<file path="config.mk">
export PLATFORM = sky130hd
export DESIGN_NAME = bus_lfsr_sequencer
export DESIGN_NICKNAME = d
export VERILOG_FILES = /design/src/rtl/lfsr_seq_pkg.sv /design/src/rtl/lfsr_core.sv /design/src/rtl/bus_lfsr_sequencer.sv
export SDC_FILE = /design/constraint.sdc
export NUM_CORES = 1
export LEC_CHECK = 0
export BUFFER_PORTS_ARGS = -buffer_cell sky130_fd_sc_hd__buf_2
export CELL_PAD_IN_SITES_DETAIL_PLACEMENT = 1
export CELL_PAD_IN_SITES_GLOBAL_PLACEMENT = 2
export CORE_MARGIN = 2
export CORE_UTILIZATION = 31
export CTS_BUF_LIST = sky130_fd_sc_hd__clkbuf_16
export DETAILED_ROUTE_END_ITERATION = 7
export PLACE_DENSITY = 0.81
export SYNTH_ARGS = -nofsm -noshare
export SYNTH_HDL_FRONTEND = slang
export SYNTH_SLANG_ARGS = --single-unit
</file>
<file path="constraint.sdc">
create_clock -name clk -period 4.5 [get_ports clk]
set_input_delay 0 -clock clk [delete_from_list [all_inputs] [get_ports clk]]
set_output_delay 0 -clock clk [all_outputs]
set_load 0.02 [all_outputs]
</file>
<file path="src/rtl/lfsr_seq_pkg.sv">
// Shared types, register offsets and LFSR step function for the bus-mapped LFSR sequencer.
package lfsr_seq_pkg;

    typedef enum logic [1:0] {
        STEP_ON_READ = 2'b00,
        FREE_RUN     = 2'b01,
        HALT         = 2'b10,
        RUN_TO_MATCH = 2'b11
    } mode_t;

    localparam logic [2:0] REG_STEP  = 3'd0;
    localparam logic [2:0] REG_STATE = 3'd1;
    localparam logic [2:0] REG_SEED  = 3'd2;
    localparam logic [2:0] REG_CTRL  = 3'd3;
    localparam logic [2:0] REG_MATCH = 3'd4;

    // Widest supported state; callers zero-extend and keep only their low bits.
    localparam int unsigned MAX_W = 16;

    function automatic logic [MAX_W-1:0] lfsr_next(input logic [MAX_W-1:0] state,
                                                   input logic [MAX_W-1:0] taps);
        return {state[MAX_W-2:0], ^(state & taps)};
    endfunction

endpackage

</file>
<file path="src/rtl/lfsr_core.sv">
// LFSR state register with load/step/hold control and a parity tap output.
module lfsr_core
    import lfsr_seq_pkg::*;
#(
    parameter int unsigned        STATE_W     = 6,
    parameter logic [STATE_W-1:0] TAPS        = STATE_W'(6'b110000),
    parameter logic [STATE_W-1:0] OUT_TAPS    = STATE_W'(6'b101001),
    parameter logic [STATE_W-1:0] RESET_STATE = STATE_W'(1)
) (
    input  logic               clk,
    input  logic               rst_n,
    input  logic               load,
    input  logic [STATE_W-1:0] load_value,
    input  logic               step,
    output logic [STATE_W-1:0] state,
    output logic [STATE_W-1:0] next_state,
    output logic               parity
);

    logic [STATE_W-1:0] state_q;
    logic [MAX_W-1:0]   next_wide;

    assign next_wide  = lfsr_next(MAX_W'(state_q), MAX_W'(TAPS));
    assign next_state = next_wide[STATE_W-1:0];
    assign state      = state_q;
    assign parity     = ^(state_q & OUT_TAPS);

    generate
        if (STATE_W < MAX_W) begin : g_unused_hi
            logic unused_hi;
            assign unused_hi = ^next_wide[MAX_W-1:STATE_W];
        end
    endgenerate

    // Load beats step so a seed write always lands exactly as written.
    always_ff @(posedge clk or negedge rst_n) begin
        if (!rst_n) begin
            state_q <= RESET_STATE;
        end else if (load) begin
            state_q <= load_value;
        end else if (step) begin
            state_q <= next_state;
        end
    end

endmodule

</file>
<file path="src/rtl/bus_lfsr_sequencer.sv">
// Bus-decoded LFSR sequencer: window/offset decode, mode FSM and run-to-match control.
module bus_lfsr_sequencer
    import lfsr_seq_pkg::*;
#(
    parameter int unsigned        STATE_W     = 6,
    parameter int unsigned        ADDR_W      = 14,
    parameter logic [1:0]         WIN_SEL     = 2'b01,
    parameter logic [STATE_W-1:0] TAPS        = STATE_W'(6'b110000),
    parameter logic [STATE_W-1:0] OUT_TAPS    = STATE_W'(6'b101001),
    parameter logic [STATE_W-1:0] RESET_STATE = STATE_W'(1)
) (
    input  logic               clk,
    input  logic               rst_n,
    input  logic               sel_n,
    input  logic [ADDR_W-1:0]  addr,
    input  logic               rd_wr,
    input  logic               strobe,
    input  logic [STATE_W-1:0] wdata,
    output logic [STATE_W-1:0] rdata,
    output logic               rdata_oe,
    output logic               dout,
    output logic               dout_oe,
    output logic               match_flag,
    output logic [1:0]         mode
);

    logic               hit;
    logic [2:0]         reg_sel;
    logic               step_rd;
    logic               state_rd;
    logic               seed_wr;
    logic               ctrl_wr;
    logic               match_wr;
    logic               unused_addr;

    mode_t              mode_q, mode_d;
    logic               flag_q, flag_d;
    logic [STATE_W-1:0] match_q, match_d;

    logic [STATE_W-1:0] state;
    logic [STATE_W-1:0] next_state;
    logic [STATE_W-1:0] load_value;
    logic               parity;
    logic               core_step;
    logic               reached;

    assign hit         = strobe & ~sel_n & (addr[ADDR_W-1 -: 2] == WIN_SEL);
    assign reg_sel     = addr[2:0];
    assign unused_addr = ^addr;

    assign step_rd  = hit & rd_wr & (reg_sel == REG_STEP);
    assign state_rd = hit & rd_wr & (reg_sel == REG_STATE);
    assign seed_wr  = hit & ~rd_wr & (reg_sel == REG_SEED);
    assign ctrl_wr  = hit & ~rd_wr & (reg_sel == REG_CTRL);
    assign match_wr = hit & ~rd_wr & (reg_sel == REG_MATCH);

    // An all-zero seed would lock the LFSR, so it is replaced by 1.
    assign load_value = (wdata == '0) ? STATE_W'(1) : wdata;

    lfsr_core #(
        .STATE_W     (STATE_W),
        .TAPS        (TAPS),
        .OUT_TAPS    (OUT_TAPS),
        .RESET_STATE (RESET_STATE)
    ) u_core (
        .clk        (clk),
        .rst_n      (rst_n),
        .load       (seed_wr),
        .load_value (load_value),
        .step       (core_step),
        .state      (state),
        .next_state (next_state),
        .parity     (parity)
    );

    always_ff @(posedge clk or negedge rst_n) begin
        if (!rst_n) begin
            mode_q  <= STEP_ON_READ;
            flag_q  <= 1'b0;
            match_q <= '0;
        end else begin
            mode_q  <= mode_d;
            flag_q  <= flag_d;
            match_q <= match_d;
        end
    end

    // A control write overrides a completion in the same cycle; the step itself used the old mode.
    always_comb begin
        mode_d  = mode_q;
        flag_d  = flag_q;
        match_d = match_q;
        if (reached) begin
            mode_d = HALT;
            flag_d = 1'b1;
        end
        if (ctrl_wr) begin
            mode_d = mode_t'(wdata[1:0]);
            flag_d = 1'b0;
        end
        if (match_wr) begin
            match_d = wdata;
        end
    end

    always_comb begin
        core_step = 1'b0;
        reached   = 1'b0;
        unique case (mode_q)
            STEP_ON_READ: core_step = step_rd;
            FREE_RUN:     core_step = 1'b1;
            HALT:         core_step = 1'b0;
            RUN_TO_MATCH: begin
                if (state == match_q) begin
                    reached = 1'b1;
                end else begin
                    core_step = 1'b1;
                    reached   = (next_state == match_q);
                end
            end
            default: ;
        endcase
        // A seed write replaces the step, so no completion can be claimed that cycle.
        if (seed_wr) begin
            core_step = 1'b0;
            reached   = 1'b0;
        end
        dout_oe  = step_rd;
        rdata_oe = state_rd;
        rdata    = state_rd ? state : '0;
        dout     = parity;
    end

    assign match_flag = flag_q;
    assign mode       = mode_q;

endmodule
</file>
# Yosys cells after proc, flatten, opt, wreduce, memory -nomap -nowiden
# Index checks and enable logic that the tools add are counted.
op_classes:
  eq_ne: 10
  n_mux: 14
  bitwise_logic: 11
  reduce_logical: 7
ops:
  columns: ["cell", "count"]
  rows:
  - ["$mux 6", 4]
  - ["$reduce_xor 16->1", 1]
  - ["$eq 6x6->1", 2]
  - ["$and 1x1->1", 9]
  - ["$mux 1", 7]
  - ["$eq 3x2->1 const B", 2]
  - ["$logic_not 6->1", 1]
  - ["$reduce_xor 6->1", 1]
  - ["$eq 2x1->1 const B", 2]
  - ["$eq 2x2->1 const B", 2]
  - ["$mux 2", 2]
  - ["$pmux 1 s4", 1]
  - ["$reduce_bool 2->1", 2]
  - ["$eq 3x1->1 const B", 1]
  - ["$eq 3x3->1 const B", 1]
  - ["$logic_not 3->1", 1]
  - ["$logic_not 2->1", 1]
  - ["$not 1->1", 2]
word_totals:
  output_inout_bits: 12
  elab_cells: 46
  reg_bits: 15
  inputBits: 25

# Longest topological paths before layout
# Gate-level depths: netlist (run 1).
logic_depth:
  word_depth: 9
  mapped_depth: 6
  mapped_depth_nobuf: 5

# Hierarchy
# From an unflattened synthesis (run 1), not the netlist that was laid out.
hier_totals:
  cells_unflattened: 102
  hier_area_um2: 1022.2
modules_own_cells:
  columns: ["mod", "seq_area_each_um2", "cells_per_inst", "area_each_um2", "instances"]
  rows:
  - ["bus_lfsr_sequencer", 225.2, 67, 660.6, 1]
  - ["lfsr_core", 151.4, 35, 361.6, 1]

# Least setup slack after synthesis (run 1)
# No wires, ideal clock.
synth_timing:
  kind: "register -> register"
  startpoint: "register u_core.state_q[0], in the netlist u_core.state[0]"
  endpoint: "register u_core.state_q[5], in the netlist u_core.state[5]"
  arrival_ns: 1.528
  setup_slack_ns: 2.841
  stages_incl_launch_ff: 7
  n_path_buf: 1
  synth_period_minus_slack_ns: 1.659
  setup_ns: 0.132
  t_required_ns: 4.368
  path_cell_list: "dfstp_2 -> buf_6 -> xnor2_1 -> nand4_1 -> o32ai_4 -> mux2i_1 -> a21oi_1"
synth_via:
  elab_chain_len: 5
synth_rtl:
  columns: ["element", "line_no", "text"]
  rows:
  - ["start: declaration", "lfsr_core.sv:20", "logic [STATE_W-1:0] state_q;"]
  - ["start signal: assignment", "lfsr_core.sv:40", "state_q <= load_value;"]
  - ["start signal: assignment", "lfsr_core.sv:42", "state_q <= next_state;"]
  - ["$eq 6x6->1", "bus_lfsr_sequencer.sv:114", "if (state == match_q) begin"]
  - ["$mux 1", "bus_lfsr_sequencer.sv:114", null]
  - ["$pmux 1 s4", "bus_lfsr_sequencer.sv:109", "unique case (mode_q)"]
  - ["$mux 1", "bus_lfsr_sequencer.sv:124", "if (seed_wr) begin"]
  - ["$reduce_bool 2->1 (no source line)", null, null]
# Every way passes these cells.
# A chain may end at the register's enable or synchronous reset.

# Worst setup path after layout (run 1)
# Same ends and word-level chain as after synthesis.

==> metrics.txt, run 1 <==
# TYPE chip_impl_metric gauge
chip_impl_info{name="run_status",value="complete, no violations"} 1
chip_impl_metric{name="setup.reg_to_reg.worst_slack",unit="ns"} 2.63
chip_impl_metric{name="detailroute.via_count",unit=""} 889
chip_impl_metric{name="fin_worst_skew",unit="ns"} 0.00262
chip_impl_metric{name="yosys_register_bits",unit=""} 15
chip_impl_metric{name="netlist-cell-type-count",unit=""} 31
chip_impl_metric{name="core_region_area",unit="um2"} 3080
chip_impl_metric{name="timing.max_cap.violations",unit=""} 0
chip_impl_metric{name="synth-edff-count",unit=""} 0
chip_impl_metric{name="diodes",unit=""} 0
chip_impl_metric{name="1st_pass_router_iterations",unit=""} 4
chip_impl_metric{name="buffers_added_on_ports",unit=""} 27
chip_impl_metric{name="post-route-min-period",unit="ns"} 1.87
chip_impl_metric{name="finalSetupViolations",unit=""} 0
chip_impl_metric{name="detail_route.vias_per_cell",unit=""} 5.08
chip_impl_metric{name="timing.slew.headroom",unit=""} 0.723
chip_impl_info{name="cts_tree",value="done"} 1
chip_impl_metric{name="syn-cell-area",unit="um2"} 1020
chip_impl_metric{name="cts_sinks",unit=""} 15
chip_impl_metric{name="synth_top_area_share",unit=""} 0.344
chip_impl_metric{name="clock_tree.htree_level_count",unit=""} 1
chip_impl_metric{name="remaining_drc_errors",unit=""} 0
chip_impl_info{name="clockRootBuffer",value="clkbuf_16"} 1
chip_impl_info{name="timing.critical_path.from",value="u_core.state[0]$_DFFE_PN1P_"} 1
chip_impl_info{name="rsz_0062_raised_after_global_routing",value="no"} 1
chip_impl_metric{name="ys.warnings.count",unit=""} 0
chip_impl_metric{name="fillCellCount",unit=""} 379
chip_impl_metric{name="numCtsBuffers",unit=""} 3
chip_impl_metric{name="timing_max_transition_violations_final",unit=""} 0
chip_impl_metric{name="dpl.hpwl",unit="um"} 2070
chip_impl_metric{name="chipHeight",unit="um"} 61.3
chip_impl_metric{name="die_width",unit="um"} 61.3
chip_impl_info{name="critPathCapture",value="u_core.state[5]$_DFFE_PN0P_"} 1
chip_impl_metric{name="path_max_fanout",unit=""} 7
chip_impl_metric{name="synth_area_per_cell",unit="um2"} 9.89
chip_impl_info{name="reg_to_reg_critical_path_endpoint",value="u_core.state[5]$_DFFE_PN0P_"} 1
chip_impl_info{name="synthTopCellsByArea",value="dfrtp_1 34%, mux2_2 7.7%, xnor2_1 7.7%, xor2_1 5.2%, and2_1 4.3%"} 1
chip_impl_info{name="crit_path_start_kind",value="flip-flop"} 1
chip_impl_metric{name="final-instance-count-excl-fill",unit=""} 175
chip_impl_metric{name="fp-row-count",unit=""} 20
chip_impl_info{name="regToRegStartpoint",value="u_core.state[0]$_DFFE_PN1P_"} 1
chip_impl_metric{name="source_to_sink_clock_delay_at_the_later_pin_of_the_worst_skew_pair",unit="ns"} 0.25
chip_impl_metric{name="io_pins",unit=""} 37
chip_impl_metric{name="min_period_over_period",unit=""} 0.415
chip_impl_metric{name="antenna_found_initial",unit=""} 0
chip_impl_metric{name="leakagePower",unit="uW"} 0.000582
chip_impl_metric{name="grt_use_total",unit=""} 0.170
chip_impl_metric{name="dpl.cell_count",unit=""} 170
chip_impl_metric{name="number_of_failing_hold_endpoints_at_the_final_stage",unit=""} 0
chip_impl_metric{name="synth_sequential_area_ratio",unit=""} 0.370
chip_impl_metric{name="syn_nets",unit=""} 128
chip_impl_metric{name="routed_wl",unit="um"} 2600
chip_impl_info{name="yosys.area.top_type",value="dfrtp_1"} 1
chip_impl_metric{name="worst_r2r_path_depth",unit=""} 5
chip_impl_metric{name="routabilityCongestion",unit=""} 0.743
chip_impl_metric{name="antenna_violating_nets_post_route",unit=""} 0
chip_impl_metric{name="clock_tree.buffer_depth",unit=""} 2
chip_impl_info{name="most_common_library_cell_in_the_layout_ignoring_fill_and_taps",value="buf_2"} 1
chip_impl_metric{name="fp.dieArea",unit="um2"} 3760
chip_impl_metric{name="detail_route.wl_per_cell",unit="um"} 14.8
chip_impl_metric{name="vias_in_the_first_global_route",unit=""} 886
chip_impl_metric{name="upper_clock_frequency_limit",unit="MHz"} 536
chip_impl_metric{name="worst_ep_required_time",unit="ns"} 4.62
chip_impl_metric{name="vdd_ir_drop_max",unit="mV"} 0.184
chip_impl_info{name="hold_crit_path_type",value="input port to flip-flop"} 1
chip_impl_metric{name="endpoint_arrival_time_on_the_critical_path",unit="ns"} 1.98
chip_impl_metric{name="pwr_density_cell",unit="nW/um2"} 491
chip_impl_metric{name="cts_resized",unit=""} 0
chip_impl_metric{name="synth-async-reset-ratio",unit=""} 1.00
chip_impl_metric{name="syn-instance-count",unit=""} 103
chip_impl_metric{name="final.setup.tns",unit="ns"} 0
chip_impl_metric{name="grt_first_pass_wirelength",unit="um"} 4430
chip_impl_metric{name="flow.area_growth_from_synthesis",unit="%"} 24.2
chip_impl_info{name="mostFrequentLayoutCells",value="27 x buf_2, 14 x dfrtp_1, 9 x xnor2_1"} 1
chip_impl_info{name="worstSetupEndpointType",value="flip-flop"} 1
chip_impl_metric{name="nets",unit=""} 157
chip_impl_metric{name="grt_max_degree",unit=""} 16
chip_impl_metric{name="initialDrtViolationCount",unit=""} 20
chip_impl_metric{name="clkSlewWorstSetupHoldPaths",unit="ns"} 0.05
chip_impl_metric{name="start_util",unit=""} 0.331
chip_impl_info{name="dominantRegCellSynth",value="dfrtp_1"} 1
chip_impl_info{name="critPathKind",value="flip-flop to flip-flop"} 1
chip_impl_metric{name="worst_pin_slew",unit="ns"} 0.416
chip_impl_metric{name="aggregate_global_routing_overflow",unit=""} 0
chip_impl_metric{name="fraction_of_layout_cells_with_a_size_suffix_above_1",unit=""} 0.328
==> flip-flops by register name (all words and copies together) (netlist names) <==
name and flops:
match_flag 1, match_q 6, mode 2, u_core.state 6
==> critical path, cell delays in order, from the launching register on <==
cell	delay, ns
dfstp_2	0.63
xnor2_1	0.14
nand4_1	0.19
o32ai_4	0.47
mux2i_1	0.23
a21oi_1	0.08
==> cell type report <==
type | instances | area (um2) | area share
clock buffer | 3 | 75.1 | 0.0593
multi-input combinational | 83 | 606 | 0.479
sequential | 15 | 377 | 0.298
inverter | 1 | 3.75 | 0.00297
tap | 44 | 55.1 | 0.0435
timing repair buffer | 28 | 145 | 0.115
clock inverter | 1 | 3.75 | 0.00297
==> synth_stat cells, drive strengths merged (4+ instances only) <==
cell type / count
nand3: 8
buf: 4
nor2: 8
dfrtp: 14
xnor2: 9
xor2: 6
a21oi: 7
a31oi: 4
and2: 7
mux2: 7
nand2: 8
==> where the power goes <==
part | total [uW] | switching, uW | internal, uW
Clock | 172 | 54.7 | 118
Sequential | 243 | 70.5 | 172
Combinational | 206 | 104 | 101
Total | 621 | 229 | 391
==> timing repair <==
| item | in CTS | in global routing |
|---|---|---|
| setup buffers | 0 | 0 |
| hold endpoints to repair | 15 | 0 |
| hold buffers | 1 | 0 |
==> per-layer routing <==
metal | GRT usage | up-vias | wire length (um)
met1 | 0.218 | 433 | 1200
met3 | 0.0315 | 5 | 91
li1 | - | 430 | -
met5 | 0 | - | 0
met4 | 0.0901 | 0 | 58
met2 | 0.271 | 21 | 1240
==> metrics by stage <==
| stage | total power, uW | worst slack [ns] | hold WS (ns) | util | instance area, um2 |
|---|---|---|---|---|---|
| detailed placement | 452 | 2.63 | -0.0725 | 0.382 | 1180 |
| floorplan | 404 | 2.84 | -0.296 | - | 1020 |
| CTS | 630 | 2.60 | 0.0270 | 0.411 | 1260 |
| global route | 664 | 2.53 | 0.0357 | 0.411 | 1260 |
| global placement | 440 | 2.67 | -0.0817 | 0.382 | 1180 |
| finish | 621 | 2.63 | 0.0308 | 0.411 | 1260 |
==> cells by family (layout without fill, tap and decap cells) <==
logic type,after synthesis,count (layout),synth area share
simple gates,43,43,0.249
compound gates,16,16,0.119
xor+xnor,15,15,0.129
flops,15,15,0.370
mux,9,9,0.0971
buf+inv,5,33,0.0356
==> worst min-delay path by stage <==
stage | from | end | depth (start not counted)
3_3_place_gp | rst_n | u_core.state[5]$_DFFE_PN0P_ | 1
5_1_grt | wdata[2] | match_q[2]$_DFFE_PN0P_ | 2
4_1_cts | wdata[5] | match_q[5]$_DFFE_PN0P_ | 2
6_report | wdata[5] | match_q[5]$_DFFE_PN0P_ | 2
3_5_place_dp | rst_n | u_core.state[4]$_DFFE_PN0P_ | 1
2_1_floorplan | rst_n | match_flag$_DFFE_PN0P_ | 0
No activity file was read; power rests on OpenSTA's default activity.
==> run 2: changes to the inputs <==
CORE_UTILIZATION = 26   (was 31)
PLACE_DENSITY = 0.72   (was 0.81)
clock period = 1.7 ns   (was 4.5 ns; I/O delays follow)
==> run 2 against run 1 <==
Against the previous run: non-clock buffer count rose by 8; worst hold slack worse by 0.0086 ns; maximum frequency rose by 13%; setup slack worse by 2.6 ns; final cell count up 6.9%; die area rose by 18%; largest cell class unchanged; highest routed layer unchanged.
==> metrics.txt, run 2 (same netlist as run 1, synthesis figures left out) <==
# TYPE chip_impl_metric gauge
chip_impl_metric{name="core_region_area",unit="um2"} 3720
chip_impl_metric{name="dpl.hpwl",unit="um"} 2260
chip_impl_metric{name="finalSetupViolations",unit=""} 0
chip_impl_metric{name="setup.reg_to_reg.worst_slack",unit="ns"} 0.05
chip_impl_info{name="mostFrequentLayoutCells",value="27 x buf_2, 14 x dfrtp_1"} 1
chip_impl_metric{name="routabilityCongestion",unit=""} 0.823
chip_impl_metric{name="nets",unit=""} 165
chip_impl_metric{name="source_to_sink_clock_delay_at_the_later_pin_of_the_worst_skew_pair",unit="ns"} 0.25
chip_impl_metric{name="timing_max_transition_violations_final",unit=""} 0
chip_impl_metric{name="number_of_failing_hold_endpoints_at_the_final_stage",unit=""} 0
chip_impl_metric{name="grt_first_pass_wirelength",unit="um"} 4800
chip_impl_metric{name="detail_route.wl_per_cell",unit="um"} 15.7
chip_impl_info{name="worst_path_max_delay_cell",value="dfstp_2"} 1
chip_impl_metric{name="io_pins",unit=""} 37
chip_impl_metric{name="chipHeight",unit="um"} 66.6
chip_impl_metric{name="grt_max_degree",unit=""} 16
chip_impl_metric{name="endpoint_arrival_time_on_the_critical_path",unit="ns"} 1.82
chip_impl_metric{name="routed_wl",unit="um"} 2930
chip_impl_metric{name="min_period_over_period",unit=""} 0.969
chip_impl_metric{name="detailroute.via_count",unit=""} 916
chip_impl_metric{name="pre_cts_slack",unit="ns"} 0.00603
chip_impl_info{name="hold_crit_path_type",value="input port to flip-flop"} 1
chip_impl_info{name="rsz_0062_raised_after_global_routing",value="yes"} 1
chip_impl_metric{name="path_max_fanout",unit=""} 4
chip_impl_metric{name="upper_clock_frequency_limit",unit="MHz"} 607
chip_impl_metric{name="fp-row-count",unit=""} 22
chip_impl_metric{name="vias_in_the_first_global_route",unit=""} 954
chip_impl_metric{name="grt_use_total",unit=""} 0.150
chip_impl_metric{name="diodes",unit=""} 0
chip_impl_info{name="critPathTopFamily",value="flip-flops"} 1
chip_impl_metric{name="start_util",unit=""} 0.274
chip_impl_metric{name="flow.area_growth_from_synthesis",unit="%"} 32.1
chip_impl_metric{name="sequential_cell_area",unit="um2"} 377
chip_impl_metric{name="aggregate_global_routing_overflow",unit=""} 0
chip_impl_info{name="crit_path_start_kind",value="flip-flop"} 1
chip_impl_metric{name="clock_tree.htree_level_count",unit=""} 1
chip_impl_metric{name="fraction_of_layout_cells_with_a_size_suffix_above_1",unit=""} 0.388
chip_impl_info{name="worstHoldEndpoint",value="match_q[2]$_DFFE_PN0P_"} 1
chip_impl_metric{name="cts_sinks",unit=""} 15
chip_impl_metric{name="worst_ep_required_time",unit="ns"} 1.87
chip_impl_metric{name="vdd_ir_drop_max",unit="mV"} 0.320
chip_impl_metric{name="multi_input_area",unit="um2"} 619
chip_impl_info{name="most_common_library_cell_in_the_layout_ignoring_fill_and_taps",value="buf_2"} 1
chip_impl_metric{name="clock_tree.buffer_depth",unit=""} 2
chip_impl_metric{name="fillCellCount",unit=""} 434
chip_impl_metric{name="detail_route.vias_per_cell",unit=""} 4.90
chip_impl_info{name="regToRegStartpoint",value="u_core.state[0]$_DFFE_PN1P_"} 1
chip_impl_metric{name="dpl.cell_count",unit=""} 182
chip_impl_metric{name="post-route-min-period",unit="ns"} 1.65
chip_impl_metric{name="final_util",unit=""} 0.362
chip_impl_metric{name="worst_r2r_path_depth",unit=""} 6
chip_impl_metric{name="buffers_added_on_ports",unit=""} 27
chip_impl_metric{name="fin_worst_skew",unit="ns"} 0.00222
chip_impl_metric{name="cp_num_buf_inv",unit=""} 1
chip_impl_metric{name="fp.dieArea",unit="um2"} 4430
chip_impl_metric{name="timing.slew.headroom",unit=""} 0.743
chip_impl_metric{name="hold_path_depth",unit=""} 2
chip_impl_metric{name="remaining_drc_errors",unit=""} 0
chip_impl_info{name="timing.critical_path.cells",value="xnor2_2 > nand4_1 > o32ai_4 > buf_4 > nand2_1 > a31oi_1"} 1
chip_impl_info{name="cts_tree",value="done"} 1
chip_impl_info{name="holdCritStartpoint",value="wdata[2]"} 1
chip_impl_metric{name="pwr_density_cell",unit="nW/um2"} 1350
chip_impl_info{name="critPathKind",value="flip-flop to flip-flop"} 1
chip_impl_metric{name="setup_ws",unit="ns"} 0.0526
chip_impl_metric{name="numCtsBuffers",unit=""} 3
chip_impl_metric{name="post-cts-setup-buffer-count",unit=""} 0
chip_impl_metric{name="worst_pin_slew",unit="ns"} 0.385
chip_impl_metric{name="timing.max_cap.violations",unit=""} 0
chip_impl_info{name="clockRootBuffer",value="clkbuf_16"} 1
chip_impl_metric{name="antenna_found_initial",unit=""} 0
chip_impl_info{name="worstSetupEndpointType",value="flip-flop"} 1
chip_impl_metric{name="antenna_violating_nets_post_route",unit=""} 0
chip_impl_metric{name="clkSlewWorstSetupHoldPaths",unit="ns"} 0.05
chip_impl_metric{name="initialDrtViolationCount",unit=""} 40
chip_impl_metric{name="leakagePower",unit="uW"} 0.000623
chip_impl_metric{name="cp_slowest_stage_delay",unit="ns"} 0.55
chip_impl_info{name="reg_to_reg_critical_path_endpoint",value="u_core.state[4]$_DFFE_PN0P_"} 1
chip_impl_info{name="run_status",value="complete, no violations"} 1
chip_impl_metric{name="final-instance-count-excl-fill",unit=""} 187
chip_impl_metric{name="p_total",unit="uW"} 1810
chip_impl_metric{name="1st_pass_router_iterations",unit=""} 4
chip_impl_metric{name="die_width",unit="um"} 66.6
## run 2: worst max-delay path by stage
stage	from	to	slack (ns)	cells after the start
floorplan	u_core.state[0]$_DFFE_PN1P_	u_core.state[5]$_DFFE_PN0P_	0.04	6
global placement	u_core.state[0]$_DFFE_PN1P_	u_core.state[5]$_DFFE_PN0P_	0.06	5
detailed placement	u_core.state[0]$_DFFE_PN1P_	u_core.state[1]$_DFFE_PN0P_	0.006	6
CTS	u_core.state[0]$_DFFE_PN1P_	u_core.state[5]$_DFFE_PN0P_	0.04	5
global route	u_core.state[0]$_DFFE_PN1P_	u_core.state[4]$_DFFE_PN0P_	-0.07	6
finish	u_core.state[0]$_DFFE_PN1P_	u_core.state[4]$_DFFE_PN0P_	0.05	6
## run 2: what timing repair did
item	in CTS	in global routing
hold buffers	1	0
gates resized for setup	0	2
setup endpoints to repair	3	6
pin swaps	2	1
hold endpoints to repair	15	0
## run 2: cell type report
cell class,instances,share of cell area
inverters,1,0.00279
clock buffers,3,0.0558
clock inverters,1,0.00372
repair buffers,36,0.153
flip-flops and latches,15,0.280
well taps,48,0.0447
multi-input cells,83,0.460
## run 2: power by group
group          switching (uW)  internal [uW]
logic                     421            362
clock network             160            315
registers                 101            455
total                     682           1130
## run 2: layer usage
metal,global-route usage,vias up,part of all wire
li1,-,444,-
met1,0.183,445,0.43
met2,0.251,22,0.51
met3,0.0220,5,0.036
met4,0.0842,0,0.023
met5,0,-,0
## run 2: metrics by stage
step / instance area [um2] / TNS [ns] / hold WS, ns
after CTS: 1330 / 0 / 0.0200
after detailed placement: 1240 / 0 / -0.0671
after global routing: 1350 / -0.232 / 0.0286
final: 1350 / 0 / 0.0222
after floorplan: 1020 / 0 / -0.296
after global placement: 1240 / 0 / -0.0735
## run 2: worst register-to-register path, stage by stage (launching register included)
cell and delay, ns:
dfstp_2 0.55, xnor2_2 0.11, nand4_1 0.18, o32ai_4 0.34, buf_4 0.19, nand2_1 0.05, a31oi_1 0.13
==> run 3: changes to the inputs <==
CORE_UTILIZATION = 28   (was 26)
PLACE_DENSITY = 0.74   (was 0.72)
clock period = 1.6 ns   (was 1.7 ns; I/O delays follow)
==> run 3 against run 2 <==
Against the previous run: largest cell class unchanged; sequential power grew 7.9%; the flow now finishes with violations (negative setup slack); power grew 14%; utilization grew 5.7 points; critical path depth is the same; worst hold slack gained 0.0032 ns; global-route usage grew 1.3 points.
==> metrics.txt, run 3 (same netlist as run 1, synthesis figures left out) <==
# TYPE chip_impl_metric gauge
chip_impl_metric{name="number_of_failing_hold_endpoints_at_the_final_stage",unit=""} 0
chip_impl_metric{name="detailroute.via_count",unit=""} 967
chip_impl_metric{name="source_to_sink_clock_delay_at_the_later_pin_of_the_worst_skew_pair",unit="ns"} 0.25
chip_impl_metric{name="path_max_fanout",unit=""} 4
chip_impl_metric{name="aggregate_global_routing_overflow",unit=""} 0
chip_impl_metric{name="buffers_added_on_ports",unit=""} 27
chip_impl_metric{name="1st_pass_router_iterations",unit=""} 4
chip_impl_metric{name="routabilityCongestion",unit=""} 0.847
chip_impl_metric{name="share_seq_of_total_power",unit=""} 0.291
chip_impl_metric{name="timing.max_cap.violations",unit=""} 0
chip_impl_metric{name="fp.dieArea",unit="um2"} 4140
chip_impl_metric{name="detail_route.vias_per_cell",unit=""} 5.04
chip_impl_metric{name="pwr_density_cell",unit="nW/um2"} 1440
chip_impl_metric{name="flow.area_growth_from_synthesis",unit="%"} 40.7
chip_impl_metric{name="clock_tree.buffer_depth",unit=""} 2
chip_impl_metric{name="detail_route.wl_per_cell",unit="um"} 16.6
chip_impl_info{name="crit_path_start_kind",value="flip-flop"} 1
chip_impl_metric{name="endpoint_arrival_time_on_the_critical_path",unit="ns"} 1.79
chip_impl_metric{name="nets",unit=""} 172
chip_impl_metric{name="antenna_violating_nets_post_route",unit=""} 0
chip_impl_metric{name="vdd_ir_drop_max",unit="mV"} 0.604
chip_impl_metric{name="routed_wl",unit="um"} 3180
chip_impl_metric{name="initialDrtViolationCount",unit=""} 15
chip_impl_metric{name="cts_sinks",unit=""} 15
chip_impl_info{name="worstSetupEndpointType",value="flip-flop"} 1
chip_impl_metric{name="finalHoldWorstSlack",unit="ns"} 0.0254
chip_impl_metric{name="vias_in_the_first_global_route",unit=""} 1032
chip_impl_metric{name="timing_max_transition_violations_final",unit=""} 0
chip_impl_metric{name="switchingPower",unit="uW"} 780
chip_impl_metric{name="setup_ws",unit="ns"} -0.0671
chip_impl_metric{name="worst_pin_slew",unit="ns"} 0.380
chip_impl_metric{name="pre_cts_slack",unit="ns"} -0.0486
chip_impl_metric{name="power.share.switching",unit=""} 0.378
chip_impl_info{name="most_common_library_cell_in_the_layout_ignoring_fill_and_taps",value="buf_2"} 1
chip_impl_metric{name="fp-row-count",unit=""} 21
chip_impl_metric{name="worst_ep_required_time",unit="ns"} 1.72
chip_impl_metric{name="clkSlewWorstSetupHoldPaths",unit="ns"} 0.05
chip_impl_info{name="mostFrequentLayoutCells",value="27 x buf_2, 14 x dfrtp_1, 14 x buf_4"} 1
chip_impl_metric{name="clock_power_share",unit=""} 0.240
chip_impl_metric{name="core_region_area",unit="um2"} 3420
chip_impl_metric{name="antenna_found_initial",unit=""} 0
chip_impl_metric{name="grt_max_degree",unit=""} 16
chip_impl_metric{name="grt_first_pass_wirelength",unit="um"} 5060
chip_impl_info{name="violations",value="negative setup slack"} 1
chip_impl_metric{name="chipHeight",unit="um"} 64.3
chip_impl_info{name="critPathKind",value="flip-flop to flip-flop"} 1
chip_impl_info{name="run_status",value="complete, but fails checks"} 1
chip_impl_metric{name="diodes",unit=""} 0
chip_impl_metric{name="timing.slew.headroom",unit=""} 0.746
chip_impl_metric{name="finalSetupViolations",unit=""} 7
chip_impl_metric{name="dpl.hpwl",unit="um"} 2370
chip_impl_metric{name="die_width",unit="um"} 64.3
chip_impl_metric{name="io_pins",unit=""} 37
chip_impl_metric{name="upper_clock_frequency_limit",unit="MHz"} 600
chip_impl_metric{name="post-route-min-period",unit="ns"} 1.67
chip_impl_metric{name="min_period_over_period",unit=""} 1.04
chip_impl_metric{name="proportion_of_power_drawn_by_combinational_gates",unit=""} 0.469
chip_impl_info{name="cts_tree",value="done"} 1
chip_impl_info{name="hold_crit_path_type",value="input port to flip-flop"} 1
chip_impl_metric{name="grt_use_total",unit=""} 0.163
chip_impl_metric{name="numCtsBuffers",unit=""} 3
chip_impl_info{name="rsz_0062_raised_after_global_routing",value="yes"} 1
chip_impl_metric{name="fraction_of_layout_cells_with_a_size_suffix_above_1",unit=""} 0.466
chip_impl_metric{name="fin_worst_skew",unit="ns"} 0.00294
chip_impl_metric{name="p_int",unit="uW"} 1280
chip_impl_info{name="clockRootBuffer",value="clkbuf_16"} 1
chip_impl_metric{name="start_util",unit=""} 0.298
chip_impl_metric{name="remaining_drc_errors",unit=""} 0
chip_impl_metric{name="clock_tree.htree_level_count",unit=""} 1
chip_impl_metric{name="leakagePower",unit="uW"} 0.000670
## run 3: layout make-up
type                            instances  area (um2)
Multi-Input combinational cell         83         654
Tap cell                               46        57.6
Clock inverter                          1        3.75
Clock buffer                            3        75.1
Timing Repair Buffer                   43         262
Fill cell                             414        1980
Inverter                                1        3.75
Sequential cell                        15         377
## run 3: timing repair
| action | 4_1_cts | 5_1_grt |
|---|---|---|
| hold buffers | 1 | 0 |
| endpoints found under the setup margin | 5 | 8 |
| gates resized for setup | 4 | 7 |
| hold endpoints to repair | 15 | 0 |
| buffers inserted | 2 | 1 |
| pin swaps | 0 | 3 |
## run 3: critical path: stages, from the launching register on
cell and delay (ns):
dfstp_2 0.57, xnor2_2 0.12, nand4_1 0.19, or2_1 0.30, buf_4 0.17, nand3_1 0.09, a31oi_1 0.10
## run 3: power groups by stage
stage,registers [uW],clock network [uW],logic (uW)
5_1_grt,612,526,1040
6_report,600,495,968
4_1_cts,591,503,896
2_1_floorplan,576,0,560
3_3_place_gp,582,0,822
3_5_place_dp,594,0,845
## run 3: per-layer routing
layer	GRT usage	vias up	wire, um
met4	0.0479	0	40
met1	0.203	478	1440
li1	-	460	-
met5	0	-	0
met2	0.285	23	1590
met3	0.0282	6	108
## run 3: path summary, 6_finish.rpt
check	startpoint	endpoint	slack, ns	depth (start not counted)
setup / recovery	u_core.state[0]$_DFFE_PN1P_	u_core.state[2]$_DFFE_PN0P_	-0.07	6
hold / removal	wdata[2]	match_q[2]$_DFFE_PN0P_	0.03	2
setup reg to reg	u_core.state[0]$_DFFE_PN1P_	u_core.state[2]$_DFFE_PN0P_	-0.07	6
hold reg to reg	match_flag$_DFFE_PN0P_	match_flag$_DFFE_PN0P_	0.50	1
max in group asynchronous	rst_n	u_core.state[0]$_DFFE_PN1P_	1.08	2
min in group asynchronous	rst_n	u_core.state[1]$_DFFE_PN0P_	0.20	2
## run 3: stage by stage
step                      power, uW  utilization  TNS (ns)  cell area, um2  cells
final                          2060        0.419    -0.275            1430    192
after CTS                      1990        0.407   -0.0433            1390    191
after global routing           2180        0.419    -0.615            1430    192
after floorplan                1140            -         0            1020    103
after detailed placement       1440        0.371   -0.0554            1270    184
after global placement         1400        0.371         0            1270    184
